### config.mk
export PLATFORM = sky130hd
export DESIGN_NAME = iir_stim_gen_flat
export DESIGN_NICKNAME = d
export VERILOG_FILES = /design/src/rtl/iir_stim_gen_if.sv /design/src/rtl/iir_stim_gen.sv /design/src/flat_wrapper.sv
export SDC_FILE = /design/constraint.sdc
export NUM_CORES = 1
export LEC_CHECK = 0
export CAP_MARGIN = 20
export CORE_MARGIN = 3
export CORE_UTILIZATION = 62
export DETAILED_ROUTE_END_ITERATION = 6
export PLACE_DENSITY = 0.87
export REMOVE_ABC_BUFFERS = 1
export SLEW_MARGIN = 20
export SYNTH_ARGS = -nofsm -noshare
export SYNTH_HDL_FRONTEND = slang
export SYNTH_SLANG_ARGS = --single-unit
export TNS_END_PERCENT = 5
### constraint.sdc
create_clock -name clk -period 5.4 [get_ports clk]
set_input_delay 1.08 -clock clk [delete_from_list [all_inputs] [get_ports clk]]
set_output_delay 1.08 -clock clk [all_outputs]
set_load 0.01 [all_outputs]
### src/rtl/iir_stim_gen_if.sv
// iir_stim_gen_if: control and sample-stream bundle of iir_stim_gen; IIR_STIM_LAST_EN adds last_out.
interface iir_stim_gen_if;
   logic               start;
   logic               abort;
   logic [1:0]         mode;
   logic signed [17:0] amp;
   logic [15:0]        count;
   logic               busy;
   logic               done;
   logic               dv_out;
   logic signed [17:0] d_out;
`ifdef IIR_STIM_LAST_EN
   logic               last_out;
   modport master (input start, abort, mode, amp, count, output busy, done, dv_out, d_out, last_out);
   modport slave (output start, abort, mode, amp, count, input busy, done, dv_out, d_out, last_out);
`else
   modport master (input start, abort, mode, amp, count, output busy, done, dv_out, d_out);
   modport slave (output start, abort, mode, amp, count, input busy, done, dv_out, d_out);
`endif
endinterface

### src/rtl/iir_stim_gen.sv
// iir_stim_gen: burst sample source (impulse/step/square/noise) for the IIR chain; IIR_STIM_LAST_EN adds last_out.
module iir_stim_gen #(
   parameter int unsigned RATE_DIV  = 16,
   parameter int unsigned SQ_HALF   = 8,
   parameter logic [22:0] LFSR_SEED = 23'h000001
) (
   input logic            clk,
   input logic            resetn,
   iir_stim_gen_if.master sg
);
   typedef enum logic [1:0] {IDLE, RUN, DONE} state_t;
   localparam int SW = $clog2(SQ_HALF + 1);
   localparam logic [16:0]   RATE_LD = 17'(RATE_DIV - 1);
   localparam logic [SW-1:0] SQ_LD   = SW'(SQ_HALF - 1);
   state_t             state_q;
   logic [1:0]         mode_q;
   logic signed [17:0] amp_q, d_q, neg_amp, sample;
   logic [15:0]        cnt_q, idx_q;
   logic [16:0]        rate_q;
   logic [SW-1:0]      sq_q;
   logic [22:0]        lfsr_q;
   logic               phase_q, busy_q, done_q, dv_q, strobe, last;
`ifdef IIR_STIM_LAST_EN
   logic               last_q;
   assign sg.last_out = last_q;
`endif
   assign sg.busy   = busy_q;
   assign sg.done   = done_q;
   assign sg.dv_out = dv_q;
   assign sg.d_out  = d_q;
   always_comb begin
      neg_amp = (amp_q == 18'sh20000) ? 18'sh1ffff : -amp_q;
      sample  = mode_q == 2'd0 ? ((idx_q == '0) ? amp_q : '0)
              : mode_q == 2'd1 ? amp_q
              : mode_q == 2'd2 ? (phase_q ? neg_amp : amp_q)
              : $signed(lfsr_q[17:0]);
      strobe  = state_q == RUN && !sg.abort && rate_q == '0;
      last    = idx_q == cnt_q - 16'd1;
   end
   always_ff @(posedge clk) begin
      if (!resetn) begin
         state_q <= IDLE;
         mode_q  <= '0;
         amp_q   <= '0;
         cnt_q   <= '0;
         idx_q   <= '0;
         rate_q  <= '0;
         sq_q    <= '0;
         phase_q <= 1'b0;
         lfsr_q  <= LFSR_SEED;
         busy_q  <= 1'b0;
         done_q  <= 1'b0;
         dv_q    <= 1'b0;
         d_q     <= '0;
`ifdef IIR_STIM_LAST_EN
         last_q  <= 1'b0;
`endif
      end else begin
         dv_q   <= 1'b0;
         done_q <= 1'b0;
`ifdef IIR_STIM_LAST_EN
         last_q <= strobe && last;
`endif
         case (state_q)
            IDLE: if (sg.start && !sg.abort && sg.count != '0) begin
               state_q <= RUN;
               mode_q  <= sg.mode;
               amp_q   <= sg.amp;
               cnt_q   <= sg.count;
               idx_q   <= '0;
               rate_q  <= '0;
               sq_q    <= '0;
               phase_q <= 1'b0;
            end
            RUN: if (sg.abort) begin
               state_q <= IDLE;
               busy_q  <= 1'b0;
            end else if (strobe) begin
               dv_q    <= 1'b1;
               d_q     <= sample;
               busy_q  <= 1'b1;
               rate_q  <= RATE_LD;
               idx_q   <= idx_q + 16'd1;
               sq_q    <= (sq_q == SQ_LD) ? '0 : sq_q + 1'b1;
               phase_q <= phase_q ^ (sq_q == SQ_LD);
               if (mode_q == 2'd3) lfsr_q <= {lfsr_q[21:0], lfsr_q[22] ^ lfsr_q[17]};
               if (last) state_q <= DONE;
            end else begin
               rate_q <= rate_q - 17'd1;
            end
            default: begin
               done_q  <= 1'b1;
               busy_q  <= 1'b0;
               state_q <= IDLE;
            end
         endcase
      end
   end
endmodule

### src/flat_wrapper.sv
// flat-port wrapper written by rule: the top's interface ports become plain ports
module iir_stim_gen_flat 
#(
   parameter int unsigned RATE_DIV  = 16,
   parameter int unsigned SQ_HALF   = 8,
   parameter logic [22:0] LFSR_SEED = 23'h000001
)
  (clk, resetn, sg_start, sg_abort, sg_mode, sg_amp, sg_count, sg_busy, sg_done, sg_dv_out, sg_d_out);
  iir_stim_gen_if sg_i ();
  input logic clk;
  input logic resetn;
  input wire logic [$bits(sg_i.start)-1:0] sg_start;
  input wire logic [$bits(sg_i.abort)-1:0] sg_abort;
  input wire logic [$bits(sg_i.mode)-1:0] sg_mode;
  input wire logic [$bits(sg_i.amp)-1:0] sg_amp;
  input wire logic [$bits(sg_i.count)-1:0] sg_count;
  output wire logic [$bits(sg_i.busy)-1:0] sg_busy;
  output wire logic [$bits(sg_i.done)-1:0] sg_done;
  output wire logic [$bits(sg_i.dv_out)-1:0] sg_dv_out;
  output wire logic [$bits(sg_i.d_out)-1:0] sg_d_out;
  assign sg_i.start = sg_start;
  assign sg_i.abort = sg_abort;
  assign sg_i.mode = sg_mode;
  assign sg_i.amp = sg_amp;
  assign sg_i.count = sg_count;
  assign sg_busy = sg_i.busy;
  assign sg_done = sg_i.done;
  assign sg_dv_out = sg_i.dv_out;
  assign sg_d_out = sg_i.d_out;
  iir_stim_gen #(.RATE_DIV(RATE_DIV), .SQ_HALF(SQ_HALF), .LFSR_SEED(LFSR_SEED)) u_core (.clk(clk), .resetn(resetn), .sg(sg_i));
endmodule
==> key figures, run 1 <==
Run status
  – Outcome: completed

Power and ir drop
  – Lkg Pwr: 0.00257 uW
  – Sw power: 636 uW
  – Switching Fraction: 25.3%
  – Pwr dens: 342 mW/mm2
  – Seq pwr share: 38.2%
  – Worst VDD drop: 0.000226 V
  – Clock power share: 48.2%
  – Int Pwr: 1880 uW
  – Comb pwr share: 13.6%

Timing
  – Max transition margin: 32.9%
  – RSZ-0062 raised after global routing: no
  – Least-Margin Pin Slew: 1010 ps
  – Skew final: 15.0 ps
  – Max Clk Rate: 281 MHz
  – Crit share post-route: 65.9%
  – Crit path time final: 3560 ps
  – # setup viols final: 0
  – Final Hold Fails: 0
  – Setup tns final: 0 ps
  – Slew Limit Fails: 0

Drt
  – DR pass1 iterations: 6
  – Vias: 5941
  – Detailed-route DRC error count: 0
  – Drt wl/cell: 17.2 um
  – DR iter-0 viols: 464
  – Via density per instance: 6.25
  – ANT nets after route: 0
  – WL final: 16400 um

Die
  – Starting Density: 64.8%
  – Die area: 0.0111 mm2
  – Die height: 105 um
  – Die X: 105 um
  – IO Pins: 61
  – Core ar.: 0.00942 mm2
  – # rows: 35

Synthesis
  – Top cells by area, synth: dfxtp_1 39%, nand2_1 9.4%, a21boi_0 6.9%
  – Synth warnings: 0
  – Syn Inst Count: 774
  – Synth async-reset ratio: 0%
  – Yosys reg bits: 120
  – Avg Inst Size Synth: 7.88 um2
  – Post-synth EDFFs: 0
  – Unique cell type count in the Yosys netlist: 55
  – Cell Area, Synth: 0.00610 mm2
  – Cell taking the most area after synthesis: dfxtp_1
  – Top cells by count, synth: 152 x nand2_1, 120 x dfxtp_1, 56 x a21boi_0, 52 x nor2_1, 51 x o21ai_0
  – Top-area cell type share of the netlist area: 39.4%
  – Seq/Total Area, Yosys: 39.4%
  – Dominant register cell in the synthesized netlist: dfxtp_1
  – Most common cell in the synthesized netlist: nand2_1

Global routing
  – Number of global-route vias before repair: 5719
  – First-pass GRT wire length: 27200 um
  – Maximum number of pins on one net before global-route repair: 69
  – GR Overflow Total: 0
  – Initial antenna violation count: 0
  – GRT Resource Usage Total: 29.9%

Worst setup path
  – CP arrival: 3980 ps
  – Crit Path Category: reg2reg
  – Reg2reg path depth: 7
  – Type of destination of the critical path: flip-flop
  – R2r setup slk: 1840 ps
  – CP Data Required Time: 5820 ps
  – RR Startpoint: u_core.rate_q[4]$_SDFFE_PN0P_
  – Critical-path maximum fanout: 22
  – Worst Setup Start Kind: flip-flop
  – RR Endpoint: u_core.lfsr_q[7]$_SDFFE_PN0P_

Placement
  – Placed cell area: 0.00671 mm2
  – RD Place Congestion: 0.907
  – PortBufs: 60
  – DP HPWL: 10600 um

Clock tree
  – Post-CTS Setup Inserts: 0
  – TritonCTS clock tree: built
  – Htree depth: 4
  – CTS max path bufs: 2
  – Clock Latency Late Sink: 520 ps
  – Root buffer cell: clkbuf_8
  – Hold_buf cts: 0
  – CTS clk-pin slew, worst paths: 60 ps
  – CTS resizes: 0
  – CTS buffer count: 17
  – Clock Sinks: 120

Hold path
  – Worst Hold Class: reg2reg
  – Worst hold stages: 2
  – Hold_sp: u_core.lfsr_q[21]$_SDFFE_PN0P_
  – Hold-critical path endpoint: u_core.lfsr_q[21]$_SDFFE_PN0P_

Finish
  – Final Net Count: 855
  – # fillers: 612
  – Non-Filler Cell Area, Final: 0.00734 mm2
  – Synth-to-layout area growth: 20.4%
  – Layout cells sized above 1: 5.47%
  – Ant. Diodes: 0

Flow run
  – Max-cap violations: 0
how the worst max path moves through the flow:
stage | from | to | slack, ps
global route | u_core.rate_q[4]$_SDFFE_PN0P_ | u_core.lfsr_q[7]$_SDFFE_PN0P_ | 1440
finish | u_core.rate_q[4]$_SDFFE_PN0P_ | u_core.lfsr_q[7]$_SDFFE_PN0P_ | 1840
global placement | sg_count[15] | u_core.idx_q[15]$_SDFFE_PN0P_ | 1720
CTS | u_core.rate_q[4]$_SDFFE_PN0P_ | u_core.lfsr_q[7]$_SDFFE_PN0P_ | 1930
detailed placement | sg_abort | u_core.lfsr_q[10]$_SDFFE_PN0P_ | 1570
floorplan | sg_abort | u_core.lfsr_q[0]$_SDFFE_PN1P_ | 2040
power by group through the flow:
stage	registers [uW]	clock network, uW	logic, uW
4_1_cts	959	1210	335
2_1_floorplan	969	0	212
5_1_grt	964	1250	377
6_report	960	1210	341
3_5_place_dp	977	0	327
3_3_place_gp	974	0	315
sequential cells by signal (all words and copies together) (netlist names), 2 cells and up:
name	cells
u_core.amp_q	18
u_core.cnt_q	16
u_core.idx_q	16
u_core.lfsr_q	23
u_core.mode_q	2
u_core.rate_q	17
u_core.sg.d_out	18
u_core.sq_q	4
u_core.state_q	2
placed cells by master (no fill, tap or decap), types with 7 or more instances in the layout:
master           count
a21boi_0            56
a21oi_1             34
a22o_1               7
a31oi_1             16
and2_1              12
buf_4                7
clkbuf_16           16
clkdlybuf4s50_1     59
dfxtp_1            120
inv_1               14
nand2_1            152
nand3_1             19
nand4_1              9
nor2_1              52
nor3_1              10
nor4_1              19
o21a_1               8
o21ai_0             51
xnor2_1             33
xor2_1              24
cell type report:
type | count | area [um2] | share of cell area [%]
inverters | 14 | 52.6 | 0.716
multi-input cells | 589 | 3450 | 46.9
clock inverters | 12 | 199 | 2.71
flip-flops and latches | 120 | 2400 | 32.7
repair buffers | 67 | 648 | 8.82
well taps | 129 | 161 | 2.20
clock buffers | 20 | 435 | 5.93
worst max-delay path, stage by stage, from the launching register on:
cell      delay [ps]
dfxtp_1          340
nor4_1           590
nand4_1          490
nor3_2           570
buf_4            290
and3_1           680
nand2_1          200
a21boi_0         290
layer usage:
| layer | GRT usage [%] | part of all wire [%] |
|---|---|---|
| met1 | 34.7 | 39 |
| met2 | 52.0 | 51 |
| met3 | 5.68 | 6.5 |
| met4 | 15.8 | 4.0 |
| met5 | 0 | 0 |
metrics by stage:
step                      std cells  total power (uW)  setup WS (ps)  util [%]  hold WS [ps]
final                           951              2510           1840      78.0           463
after floorplan                 723              1180           2040         -           439
after global placement          919              1290           1720      71.3           449
after global routing            951              2590           1440      78.0           489
after CTS                       951              2510           1930      78.0           464
after detailed placement        919              1300           1570      71.3           455
kinds of logic (layout without fill, tap and decap cells):
family / after synthesis / count (layout) / synth area share (%)
buffers and inverters: 65 / 113 / 4.10
AO/OA/AOI/OAI: 209 / 209 / 22.6
multiplexers: 4 / 4 / 0.657
XOR/XNOR: 57 / 57 / 8.19
AND/OR/NAND/NOR: 313 / 313 / 23.8
flip-flops: 120 / 120 / 39.4
adder cells (fa/ha/maj): 6 / 6 / 1.23
No activity file was read; power rests on OpenSTA's default activity.
==> run 2, diff against run 1 <==
- CORE_UTILIZATION: 62 -> 57
- PLACE_DENSITY: 0.87 -> 0.81
- clock period: 5.4 -> 3.3 ns (I/O delays scaled with it)
==> key figures, run 2 (synthesis results as in run 1) <==
Worst setup path
  – Worst-path cell chain: or4_1 -> or4_4 -> nor3_4 -> buf_4 -> and3_1 -> buf_4 -> nand2_1 -> a21boi_0
  – R2r setup slk: 490 ps (-1350 ps)
  – Worst Setup Start Kind: flip-flop
  – Buf/Inv on CP: 2 (+1)
  – Top delay family on crit path: simple AND/OR/NAND/NOR gates
  – Critical-path maximum fanout: 19 (-14%)
  – Crit Path Category: reg2reg
  – CP max stage cell: or4_1
  – Largest stage delay on the critical path: 590 ps (-90 ps)
  – CP Data Required Time: 3740 ps (-2080 ps)
  – Type of destination of the critical path: flip-flop
  – CP arrival: 3250 ps (-730 ps)
  – Cell with the most instances on the worst path: buf_4

Clock tree
  – Clock Latency Late Sink: 520 ps (about the same)
  – Hold_buf cts: 0 (unchanged)
  – CTS clk-pin slew, worst paths: 60 ps (about the same)
  – TritonCTS clock tree: built
  – Post-CTS Setup Inserts: 0 (unchanged)
  – Htree depth: 4 (unchanged)
  – CTS buffer count: 17 (unchanged)
  – Clock Sinks: 120 (unchanged)
  – Root buffer cell: clkbuf_8
  – CTS max path bufs: 2 (unchanged)
  – CTS resizes: 0 (unchanged)

Timing
  – Final Hold Fails: 0 (unchanged)
  – Skew final: 5.99 ps (-8.97 ps)
  – Final worst slack: 491 ps (-1350 ps)
  – Max Clk Rate: 356 MHz (+27%)
  – RSZ-0062 raised after global routing: no
  – Crit share post-route: 85.1% (+19 points)
  – Crit path time final: 2810 ps (-752 ps)
  – Slew Limit Fails: 0 (unchanged)
  – Setup tns final: 0 ps (unchanged)
  – Hold Slack: 467 ps (+4.15 ps)
  – # setup viols final: 0 (unchanged)
  – Max transition margin: 47.8% (+15 points)
  – Least-Margin Pin Slew: 783 ps (-224 ps)

Placement
  – PortBufs: 60 (unchanged)
  – RD Place Congestion: 0.934 (+3.0%)
  – DP HPWL: 11000 um (+4.0%)
  – Placement Setup Slack: 67.5 ps (-1510 ps)

Finish
  – Ant. Diodes: 0 (unchanged)
  – Top reg by flops: u_core.lfsr_q
  – Synth-to-layout area growth: 21.4%
  – Most frequent cells in the layout: 152 x nand2_1, 120 x dfxtp_1, 59 x clkdlybuf4s50_1, 56 x a21boi_0, 52 x nor2_1
  – Final Net Count: 864 (+1.1%)
  – Max reg flops: 23 (unchanged)
  – Commonest non-fill, non-tap cell in the layout: nand2_1
  – Layout cells sized above 1: 6.50% (+1.0 points)

Drt
  – Via density per instance: 5.95 (-4.7%)
  – Vias: 5757 (-3.1%)
  – WL final: 16100 um (-1.9%)
  – DR iter-0 viols: 403 (-13%)
  – ANT nets after route: 0 (unchanged)
  – Drt wl/cell: 16.6 um (-3.6%)
  – DR pass1 iterations: 5 (-1)
  – Detailed-route DRC error count: 0 (unchanged)

Hold path
  – Worst Hold Class: reg2reg

Global routing
  – Number of global-route vias before repair: 5668 (-0.89%)
  – First-pass GRT wire length: 26600 um (-2.1%)
  – Maximum number of pins on one net before global-route repair: 49 (-29%)
  – Initial antenna violation count: 0 (unchanged)
  – GR Overflow Total: 0 (unchanged)
  – GRT Resource Usage Total: 28.1% (-1.8 points)

Die
  – # rows: 37 (+5.7%)
  – Die area: 0.0120 mm2 (+8.3%)
  – Starting Density: 58.8% (-6.0 points)
  – Core ar.: 0.0104 mm2 (+10%)
  – IO Pins: 61 (unchanged)
  – Die X: 109 um (+4.1%)
  – Die height: 109 um (+4.1%)

Run status
  – Outcome: completed

Power and ir drop
  – Sw power: 1050 uW (+65%)
  – Lkg Pwr: 0.00259 uW (+0.89%)
  – Comb pwr share: 14.5% (+0.9 points)
  – Worst VDD drop: 0.000368 V (+63%)
  – Pwr dens: 541 mW/mm2 (+58%)
  – Int Pwr: 2950 uW (+57%)
  – Clock power share: 46.3% (-1.9 points)
  – Seq pwr share: 39.2% (+1.0 points)
  – Switching Fraction: 26.3% (+0.94 points)

Flow run
  – Max-cap violations: 0 (unchanged)
## run 2: cell types whose count changed in the layout (fill, tap and decap cells not counted)
cell | before | now
nor3_4 | 0 | 1
clkinvlp_4 | 1 | 4
buf_4 | 7 | 15
bufinv_16 | 5 | 3
clkbuf_8 | 2 | 3
clkinv_2 | 3 | 2
buf_12 | 0 | 1
nor3_2 | 1 | 0
clkinv_4 | 3 | 2
## run 2: cell type report
cell class	count	area, um2
Clock buffer	21	449
Clock inverter	11	148
Fill cell	836	2970
Inverter	14	52.6
Multi-Input combinational cell	589	3450
Sequential cell	120	2400
Tap cell	136	170
Timing Repair Buffer	76	728
## run 2: stage by stage
| step | area (um2) | std cells | total power [uW] | util [%] |
|---|---|---|---|---|
| global placement | 6810 | 935 | 2140 | 65.6 |
| detailed placement | 6810 | 935 | 2170 | 65.6 |
| floorplan | 5900 | 723 | 1930 | - |
| finish | 7400 | 967 | 4000 | 71.4 |
| CTS | 7400 | 967 | 4010 | 71.4 |
| global route | 7400 | 967 | 4150 | 71.4 |
## run 2: power by group through the flow
stage	clock (uW)	sequential, uW	combinational [uW]
2_1_floorplan	0	1590	346
3_3_place_gp	0	1590	544
3_5_place_dp	0	1600	569
4_1_cts	1860	1570	577
5_1_grt	1940	1580	640
6_report	1850	1570	581
## run 2: worst paths after layout
kind | start | cells past startpoint | to
setup / recovery | u_core.rate_q[10]$_SDFFE_PN0P_ | 8 | u_core.lfsr_q[21]$_SDFFE_PN0P_
hold / removal | u_core.lfsr_q[20]$_SDFFE_PN0P_ | 2 | u_core.lfsr_q[20]$_SDFFE_PN0P_
setup reg to reg | u_core.rate_q[10]$_SDFFE_PN0P_ | 8 | u_core.lfsr_q[21]$_SDFFE_PN0P_
hold reg to reg | u_core.lfsr_q[20]$_SDFFE_PN0P_ | 2 | u_core.lfsr_q[20]$_SDFFE_PN0P_
## run 2: layer usage
metal | vias up | global-route usage (%) | routed length, um
li1 | 2791 | - | -
met1 | 2716 | 32.5 | 6430
met2 | 202 | 49.0 | 8260
met3 | 48 | 6.22 | 859
met4 | 0 | 13.4 | 538
met5 | - | 0 | 0
## run 2: worst register-to-register path: stages, from the launching register on
cell,delay (ps)
dfxtp_1,360
or4_1,590
or4_4,470
nor3_4,170
buf_4,280
and3_1,380
buf_4,220
nand2_1,60
a21boi_0,180
==> run 3, diff against run 2 <==
- SKIP_CTS_REPAIR_TIMING: default -> 1
==> results of run 3 <==
Final layout, timing and power as in run 2 (identical DEF).
